--- src/rtl/arm_pkg.sv ---
// Shared types and encodings for the multicycle ARM controller.
// Holds the FSM state enum, ALU control codes, datapath mux encodings,
// instruction field codes and the ARM condition-code constants.
package arm_pkg;

   typedef enum logic [3:0] {
      StFetch,
      StDecode,
      StExecuteR,
      StExecuteI,
      StAluWb,
      StMemAdr,
      StMemRead,
      StMemWb,
      StMemWrite,
      StBranch
   } state_t;

   // ALU control
   localparam logic [1:0] AluAdd = 2'b00;
   localparam logic [1:0] AluSub = 2'b01;
   localparam logic [1:0] AluAnd = 2'b10;
   localparam logic [1:0] AluOrr = 2'b11;

   // Memory address source
   localparam logic AdrPc     = 1'b0;
   localparam logic AdrAluOut = 1'b1;

   // ALU operand A source
   localparam logic SrcARd1 = 1'b0;
   localparam logic SrcAPc  = 1'b1;

   // ALU operand B source
   localparam logic [1:0] SrcBRd2    = 2'b00;
   localparam logic [1:0] SrcBExtImm = 2'b01;
   localparam logic [1:0] SrcBFour   = 2'b10;

   // Result bus source
   localparam logic [1:0] ResAluOut = 2'b00;
   localparam logic [1:0] ResData   = 2'b01;
   localparam logic [1:0] ResAlu    = 2'b10;

   // Immediate extension format
   localparam logic [1:0] ImmDp     = 2'b00;
   localparam logic [1:0] ImmMem    = 2'b01;
   localparam logic [1:0] ImmBranch = 2'b10;

   // Instruction class (instr[27:26])
   localparam logic [1:0] OpDp     = 2'b00;
   localparam logic [1:0] OpMem    = 2'b01;
   localparam logic [1:0] OpBranch = 2'b10;

   // Data-processing commands (funct[4:1])
   localparam logic [3:0] CmdAnd = 4'b0000;
   localparam logic [3:0] CmdSub = 4'b0010;
   localparam logic [3:0] CmdAdd = 4'b0100;
   localparam logic [3:0] CmdOrr = 4'b1100;

   // Condition codes (instr[31:28])
   localparam logic [3:0] CondEq = 4'b0000;
   localparam logic [3:0] CondNe = 4'b0001;
   localparam logic [3:0] CondCs = 4'b0010;
   localparam logic [3:0] CondCc = 4'b0011;
   localparam logic [3:0] CondMi = 4'b0100;
   localparam logic [3:0] CondPl = 4'b0101;
   localparam logic [3:0] CondVs = 4'b0110;
   localparam logic [3:0] CondVc = 4'b0111;
   localparam logic [3:0] CondHi = 4'b1000;
   localparam logic [3:0] CondLs = 4'b1001;
   localparam logic [3:0] CondGe = 4'b1010;
   localparam logic [3:0] CondLt = 4'b1011;
   localparam logic [3:0] CondGt = 4'b1100;
   localparam logic [3:0] CondLe = 4'b1101;
   localparam logic [3:0] CondAl = 4'b1110;
   localparam logic [3:0] CondNv = 4'b1111;

endpackage

--- src/rtl/cond_logic.sv ---
// NZCV flag register and condition check.
// Ports:
//   clk, n_reset   clock, asynchronous active-low reset
//   cond           instruction condition field
//   alu_flags      NZCV from the ALU this cycle
//   flag_w         [1] load N,Z  [0] load C,V (qualified here by cond_ex)
//   cond_ex        condition passes against the registered flags
module cond_logic
   import arm_pkg::*;
#(
   parameter logic [3:0] FLAG_RESET = 4'b0000
) (
   input  logic       clk,
   input  logic       n_reset,
   input  logic [3:0] cond,
   input  logic [3:0] alu_flags,
   input  logic [1:0] flag_w,
   output logic       cond_ex
);

   logic [3:0] flags_q, flags_d;
   logic       n_f, z_f, c_f, v_f;

   assign {n_f, z_f, c_f, v_f} = flags_q;

   always_comb begin
      cond_ex = 1'b0;
      case (cond)
         CondEq:  cond_ex = z_f;
         CondNe:  cond_ex = ~z_f;
         CondCs:  cond_ex = c_f;
         CondCc:  cond_ex = ~c_f;
         CondMi:  cond_ex = n_f;
         CondPl:  cond_ex = ~n_f;
         CondVs:  cond_ex = v_f;
         CondVc:  cond_ex = ~v_f;
         CondHi:  cond_ex = c_f & ~z_f;
         CondLs:  cond_ex = ~c_f | z_f;
         CondGe:  cond_ex = (n_f == v_f);
         CondLt:  cond_ex = (n_f != v_f);
         CondGt:  cond_ex = ~z_f & (n_f == v_f);
         CondLe:  cond_ex = z_f | (n_f != v_f);
         CondAl:  cond_ex = 1'b1;
         default: cond_ex = 1'b0;
      endcase
   end

   // A failed condition suppresses the flag update as well as the writes.
   always_comb begin
      flags_d = flags_q;
      if (flag_w[1] && cond_ex) flags_d[3:2] = alu_flags[3:2];
      if (flag_w[0] && cond_ex) flags_d[1:0] = alu_flags[1:0];
   end

   always_ff @(posedge clk or negedge n_reset) begin
      if (!n_reset) flags_q <= FLAG_RESET;
      else          flags_q <= flags_d;
   end

endmodule

--- src/rtl/multicycle_controller.sv ---
// Control FSM for the multicycle ARM core.
// Sequences fetch, decode, execute, memory and write-back over one shared
// memory port and one ALU; owns the NZCV flags through cond_logic.
// Ports:
//   clk, n_reset          clock, asynchronous active-low reset
//   op, funct, rd, cond   fields of the latched instruction register
//   alu_flags             NZCV from the ALU
//   mem_ready             memory access completes this cycle
//   pc_w, ir_w, reg_w, mem_w   write enables (all 0 while in reset)
//   adr_src, alu_src_a, alu_src_b, result_src, imm_src, reg_src  mux selects
//   alu_control           00 ADD, 01 SUB, 10 AND, 11 ORR
module multicycle_controller
   import arm_pkg::*;
#(
   parameter logic [3:0] FLAG_RESET = 4'b0000
) (
   input  logic       clk,
   input  logic       n_reset,
   input  logic [1:0] op,
   input  logic [5:0] funct,
   input  logic [3:0] rd,
   input  logic [3:0] cond,
   input  logic [3:0] alu_flags,
   input  logic       mem_ready,
   output logic       pc_w,
   output logic       ir_w,
   output logic       reg_w,
   output logic       mem_w,
   output logic       adr_src,
   output logic       alu_src_a,
   output logic [1:0] alu_src_b,
   output logic [1:0] result_src,
   output logic [1:0] imm_src,
   output logic [1:0] reg_src,
   output logic [1:0] alu_control
);

   state_t     state_q, state_d;
   logic       cond_ex;
   logic [1:0] flag_w;
   logic [3:0] cmd;
   logic       s_bit;
   logic       pc_w_s, ir_w_s, reg_w_s, mem_w_s;
   logic       rd_is_pc;

   assign cmd      = funct[4:1];
   assign s_bit    = funct[0];
   assign rd_is_pc = (rd == 4'd15);

   cond_logic #(
      .FLAG_RESET (FLAG_RESET)
   ) u_cond_logic (
      .clk       (clk),
      .n_reset   (n_reset),
      .cond      (cond),
      .alu_flags (alu_flags),
      .flag_w    (flag_w),
      .cond_ex   (cond_ex)
   );

   always_ff @(posedge clk or negedge n_reset) begin
      if (!n_reset) state_q <= StFetch;
      else          state_q <= state_d;
   end

   // Next-state logic
   always_comb begin
      state_d = state_q;
      case (state_q)
         StFetch:    if (mem_ready) state_d = StDecode;
         StDecode: begin
            case (op)
               OpDp:     state_d = funct[5] ? StExecuteI : StExecuteR;
               OpMem:    state_d = StMemAdr;
               OpBranch: state_d = StBranch;
               default:  state_d = StFetch;
            endcase
         end
         StExecuteR: state_d = StAluWb;
         StExecuteI: state_d = StAluWb;
         StAluWb:    state_d = StFetch;
         StMemAdr:   state_d = funct[0] ? StMemRead : StMemWrite;
         StMemRead:  if (mem_ready) state_d = StMemWb;
         StMemWb:    state_d = StFetch;
         StMemWrite: if (mem_ready) state_d = StFetch;
         StBranch:   state_d = StFetch;
         default:    state_d = StFetch;
      endcase
   end

   // ALU decode; flag_w is raised only in the execute states, so the flag
   // register can only change on the edge that leaves them.
   always_comb begin
      alu_control = AluAdd;
      flag_w      = 2'b00;
      if (state_q == StExecuteR || state_q == StExecuteI) begin
         case (cmd)
            CmdAdd: begin
               alu_control = AluAdd;
               flag_w      = {s_bit, s_bit};
            end
            CmdSub: begin
               alu_control = AluSub;
               flag_w      = {s_bit, s_bit};
            end
            CmdAnd: begin
               alu_control = AluAnd;
               flag_w      = {s_bit, 1'b0};
            end
            CmdOrr: begin
               alu_control = AluOrr;
               flag_w      = {s_bit, 1'b0};
            end
            default: begin
               alu_control = AluAdd;
               flag_w      = 2'b00;
            end
         endcase
      end
   end

   // Moore outputs per state
   always_comb begin
      pc_w_s     = 1'b0;
      ir_w_s     = 1'b0;
      reg_w_s    = 1'b0;
      mem_w_s    = 1'b0;
      adr_src    = AdrPc;
      alu_src_a  = SrcARd1;
      alu_src_b  = SrcBRd2;
      result_src = ResAluOut;
      case (state_q)
         StFetch: begin
            alu_src_a  = SrcAPc;
            alu_src_b  = SrcBFour;
            result_src = ResAlu;
            ir_w_s     = mem_ready;
            pc_w_s     = mem_ready;
         end
         StDecode: begin
            // PC+8 onto the result bus for R15 reads
            alu_src_a  = SrcAPc;
            alu_src_b  = SrcBFour;
            result_src = ResAlu;
         end
         StExecuteR: alu_src_b = SrcBRd2;
         StExecuteI: alu_src_b = SrcBExtImm;
         StAluWb: begin
            result_src = ResAluOut;
            reg_w_s    = cond_ex;
            pc_w_s     = cond_ex & rd_is_pc;
         end
         StMemAdr:   alu_src_b = funct[5] ? SrcBRd2 : SrcBExtImm;
         StMemRead:  adr_src   = AdrAluOut;
         StMemWb: begin
            result_src = ResData;
            reg_w_s    = cond_ex;
            pc_w_s     = cond_ex & rd_is_pc;
         end
         StMemWrite: begin
            adr_src = AdrAluOut;
            mem_w_s = cond_ex;
         end
         StBranch: begin
            alu_src_a  = SrcARd1;
            alu_src_b  = SrcBExtImm;
            result_src = ResAlu;
            pc_w_s     = cond_ex;
         end
         default: ;
      endcase
   end

   // Reset forces every architectural write off even though FETCH would
   // otherwise follow mem_ready combinationally.
   assign pc_w  = pc_w_s & n_reset;
   assign ir_w  = ir_w_s & n_reset;
   assign reg_w = reg_w_s & n_reset;
   assign mem_w = mem_w_s & n_reset;

   assign imm_src = {op == OpBranch, op == OpMem};
   assign reg_src = {(op == OpMem) & ~funct[0], op == OpBranch};

endmodule

--- config.mk ---
export PLATFORM = sky130hd
export DESIGN_NAME = multicycle_controller
export DESIGN_NICKNAME = d
export VERILOG_FILES = /design/src/rtl/arm_pkg.sv /design/src/rtl/cond_logic.sv /design/src/rtl/multicycle_controller.sv
export SDC_FILE = /design/constraint.sdc
export NUM_CORES = 1
export LEC_CHECK = 0
export CORE_UTILIZATION = 28
export DETAILED_ROUTE_END_ITERATION = 10
export PLACE_DENSITY_LB_ADDON = 0.25
export SYNTH_ARGS = -nofsm -noshare
export SYNTH_HDL_FRONTEND = slang
export SYNTH_SLANG_ARGS = --single-unit
--- constraint.sdc ---
create_clock -name clk -period 3.9 [get_ports clk]
set_clock_uncertainty 0.15 [all_clocks]
set_input_delay 0.585 -clock clk [delete_from_list [all_inputs] [get_ports clk]]
set_output_delay 0.585 -clock clk [all_outputs]
set_load 0.03 [all_outputs]
==> impl_metrics.env <==
export IMPL_status="finished clean"
export IMPL_die_w_um=59.47
export IMPL_synth_area_sq_um=924.6
export IMPL_grt_pass1_vias=903
export IMPL_crit_arrival_ns=3.04
export IMPL_tritoncts="built"
export IMPL_drc_errors=0
export IMPL_ys_top_cells_by_area="dfrtp_1, ha_1, a21oi_1, nor2b_1, nor2_1"
export IMPL_gp_congestion=0.7941
export IMPL_antenna_found_initial=0
export IMPL_holdWs_ns=0.4445
export IMPL_postSynthRegisterBits=8
export IMPL_clockRootBuffer="clkbuf_4"
export IMPL_number_of_core_rows=20
export IMPL_critical_path_max_fanout=10
export IMPL_max_cap_violations=0
export IMPL_io_buffers=38
export IMPL_setup_viol=0
export IMPL_nNetsFinal=183
export IMPL_postSynthAreaPerCell_sq_um=7.903
export IMPL_synth_yosys_seq_area_share_pct=21.65
export IMPL_finalHoldViolCount=0
export IMPL_max_clock_path_buffers=2
export IMPL_drtIter0Drc=14
export IMPL_drv_slew=0
export IMPL_antenna_diode_count=0
export IMPL_netlist_top_cell_by_area="dfrtp_1"
export IMPL_vdd_ir_max_mv=0.1650
export IMPL_synth_top_cell_area_share_pct=21.65
export IMPL_powerDensity_nw_per_um2=417.9
export IMPL_totalPowerFinal_uw=574.1
export IMPL_static_leakage_power_nw=0.5980
export IMPL_cts_inserted_buffers=3
export IMPL_timing_slew_headroom_pct=69.73
export IMPL_synthDistinctLibCells=42
export IMPL_period_share_pct=96.92
export IMPL_synth_edff_count=0
export IMPL_layout_area_seq_sq_um=200.2
export IMPL_reg2reg_setup_slack_ns=1.62
export IMPL_most_common_cell_after_layout_fill_and_taps_aside="clkdlybuf4s50_1"
export IMPL_unrepaired_setup_endpoints_after_global_routing="no"
export IMPL_drive_above_1_share_pct=7.895
export IMPL_grt_ovfl_total=0
export IMPL_synth_warnings=0
export IMPL_timing_setup_tns_ns=0
export IMPL_finalCoreUtilization_pct=44.27
export IMPL_routedWlPerCell_um=12.14
export IMPL_drt_wirelength_um=2380
export IMPL_max_clock_freq_ghz=0.2646
export IMPL_layout_common_cells="clkdlybuf4s50_1, nor2_1, a21oi_1"
export IMPL_area_occupied_by_multi_input_gates_sq_um=676.9
export IMPL_synth_flop_cell="dfrtp_1"
export IMPL_syn_num_nets=146
export IMPL_layout_cell_area_non_filler_sq_um=1374
export IMPL_flow_area_growth_from_synthesis_pct=48.58
export IMPL_die_y_um=59.47
export IMPL_hpwl_um=1867
export IMPL_number_of_inserted_filler_cells_in_the_final_layout=343
export IMPL_critical_path_endpoint_category="output port"
export IMPL_critical_path_top_delay_family="buffers and inverters"
export IMPL_globalRouteTotalUtil_pct=14.43
export IMPL_placement_cell_area_sq_um=1340
export IMPL_initial_core_util_pct=29.80
export IMPL_grt_max_degree=17
export IMPL_worst_path_most_repeated_cell="clkdlybuf4s50_1"
export IMPL_drt_pre_antenna_iters=4
export IMPL_worst_pin_slew_ns=0.4540
export IMPL_worst_setup_start_kind="input pin"
export IMPL_critical_path_buf_inv_count=2
export IMPL_asyncSetResetFlopFracSynth_pct=100.0
export IMPL_ios=39
export IMPL_h_tree_depth=1
export IMPL_worstSetupPathType="input pin to output port"
export IMPL_path_cells="clkdlybuf4s50_1 > xor2_1 > o21a_1 > a22o_1 > or3_1 > a31o_2 > clkdlybuf4s50_1"
export IMPL_min_delay_path_class="flip-flop to flip-flop"
export IMPL_core_area_sq_um=3103
export IMPL_total_number_of_vias=964
export IMPL_synth_cells=117
export IMPL_clkSinkCount=8
export IMPL_dieArea_sq_um=3536
export IMPL_clock_insertion_delay_worst_skew_ns=0.25
export IMPL_clk_pin_slew_ns=0.05
export IMPL_vias_cell=4.918
export IMPL_final_antenna_net_count=0
export IMPL_grt_pass1_wl_um=3877
export IMPL_critPathRequiredTime_ns=3.16
export IMPL_max_stage_delay_ns=0.59
export IMPL_period_needed_ns=3.780
export IMPL_crit_slowest_cell="clkdlybuf4s50_1"
## kinds of logic after synthesis
group                      Yosys count  share of synthesized area [%]
AOI/OAI and AO/OA                   25                          18.40
xor gates and xnor gates             5                          4.737
and+or+nand+nor                     54                          34.24
DFF                                  8                          21.65
buffers and inverters               13                          5.819
adders and majority gates            6                          8.119
muxes                                6                          7.036
## synth_stat cells, types with 2 or more instances
master,instances
nor2b_1,7
mux2i_1,2
and4_1,2
mux2_1,2
o31ai_1,3
a21oi_1,9
nor3_1,5
dfrtp_1,8
nor3b_1,3
nand2b_1,2
o21ai_0,3
nand3_1,3
xor2_1,2
nand2_1,5
nor2_1,11
clkbuf_1,6
and3_1,4
mux2_2,2
xnor2_1,3
nand3b_1,3
and2_1,2
inv_1,5
ha_1,6
## timing repair
action	in CTS	in global routing
hold buffers	0	0
resized for setup	0	3
setup endpoints to repair	0	3
setup buffers	0	0
## path summary, 6_finish.rpt
| kind | to | cells after the start | start |
|---|---|---|---|
| setup / recovery | pc_w | 7 | cond[0] |
| hold / removal | u_cond_logic.flags_q[1] | 1 | u_cond_logic.flags_q[1] |
| setup reg to reg | u_cond_logic.flags_q[2] | 5 | state_q[1] |
| hold reg to reg | u_cond_logic.flags_q[1] | 1 | u_cond_logic.flags_q[1] |
| max in group asynchronous | u_cond_logic.flags_q[0] | 2 | n_reset |
| min in group asynchronous | state_q[1] | 2 | n_reset |
## where the power goes
group	internal, mW	switching [mW]	total, mW
sequential	0.107	0.0647	0.172
clock	0.0351	0.0268	0.0619
combinational	0.168	0.173	0.340
## through the flow
| step | worst slack (ns) | std cells |
|---|---|---|
| floorplan | 1.092 | 117 |
| global placement | 0.1689 | 193 |
| detailed placement | 0.02556 | 193 |
| CTS | 0.02556 | 196 |
| global route | 0.02398 | 196 |
| finish | 0.1201 | 196 |
## cell type report
type	instances	area share, %
clock buffers	3	1.639
inverters	5	1.366
repair buffers	40	29.14
well taps	44	4.007
multi-input cells	96	49.27
flip-flops and latches	8	14.57
## routing by layer
| layer | part of all wire (%) | GRT usage, % |
|---|---|---|
| met5 | 0 | 0 |
| met2 | 47 | 24.24 |
| met1 | 49 | 18.22 |
| met3 | 4.5 | 3.493 |
| met4 | 0 | 4.082 |
## flip-flops by register name, summed over array words and instances (netlist names)
name / count
u_cond_logic.flags_q: 4
state_q: 4
No activity file was read; power rests on OpenSTA's default activity.
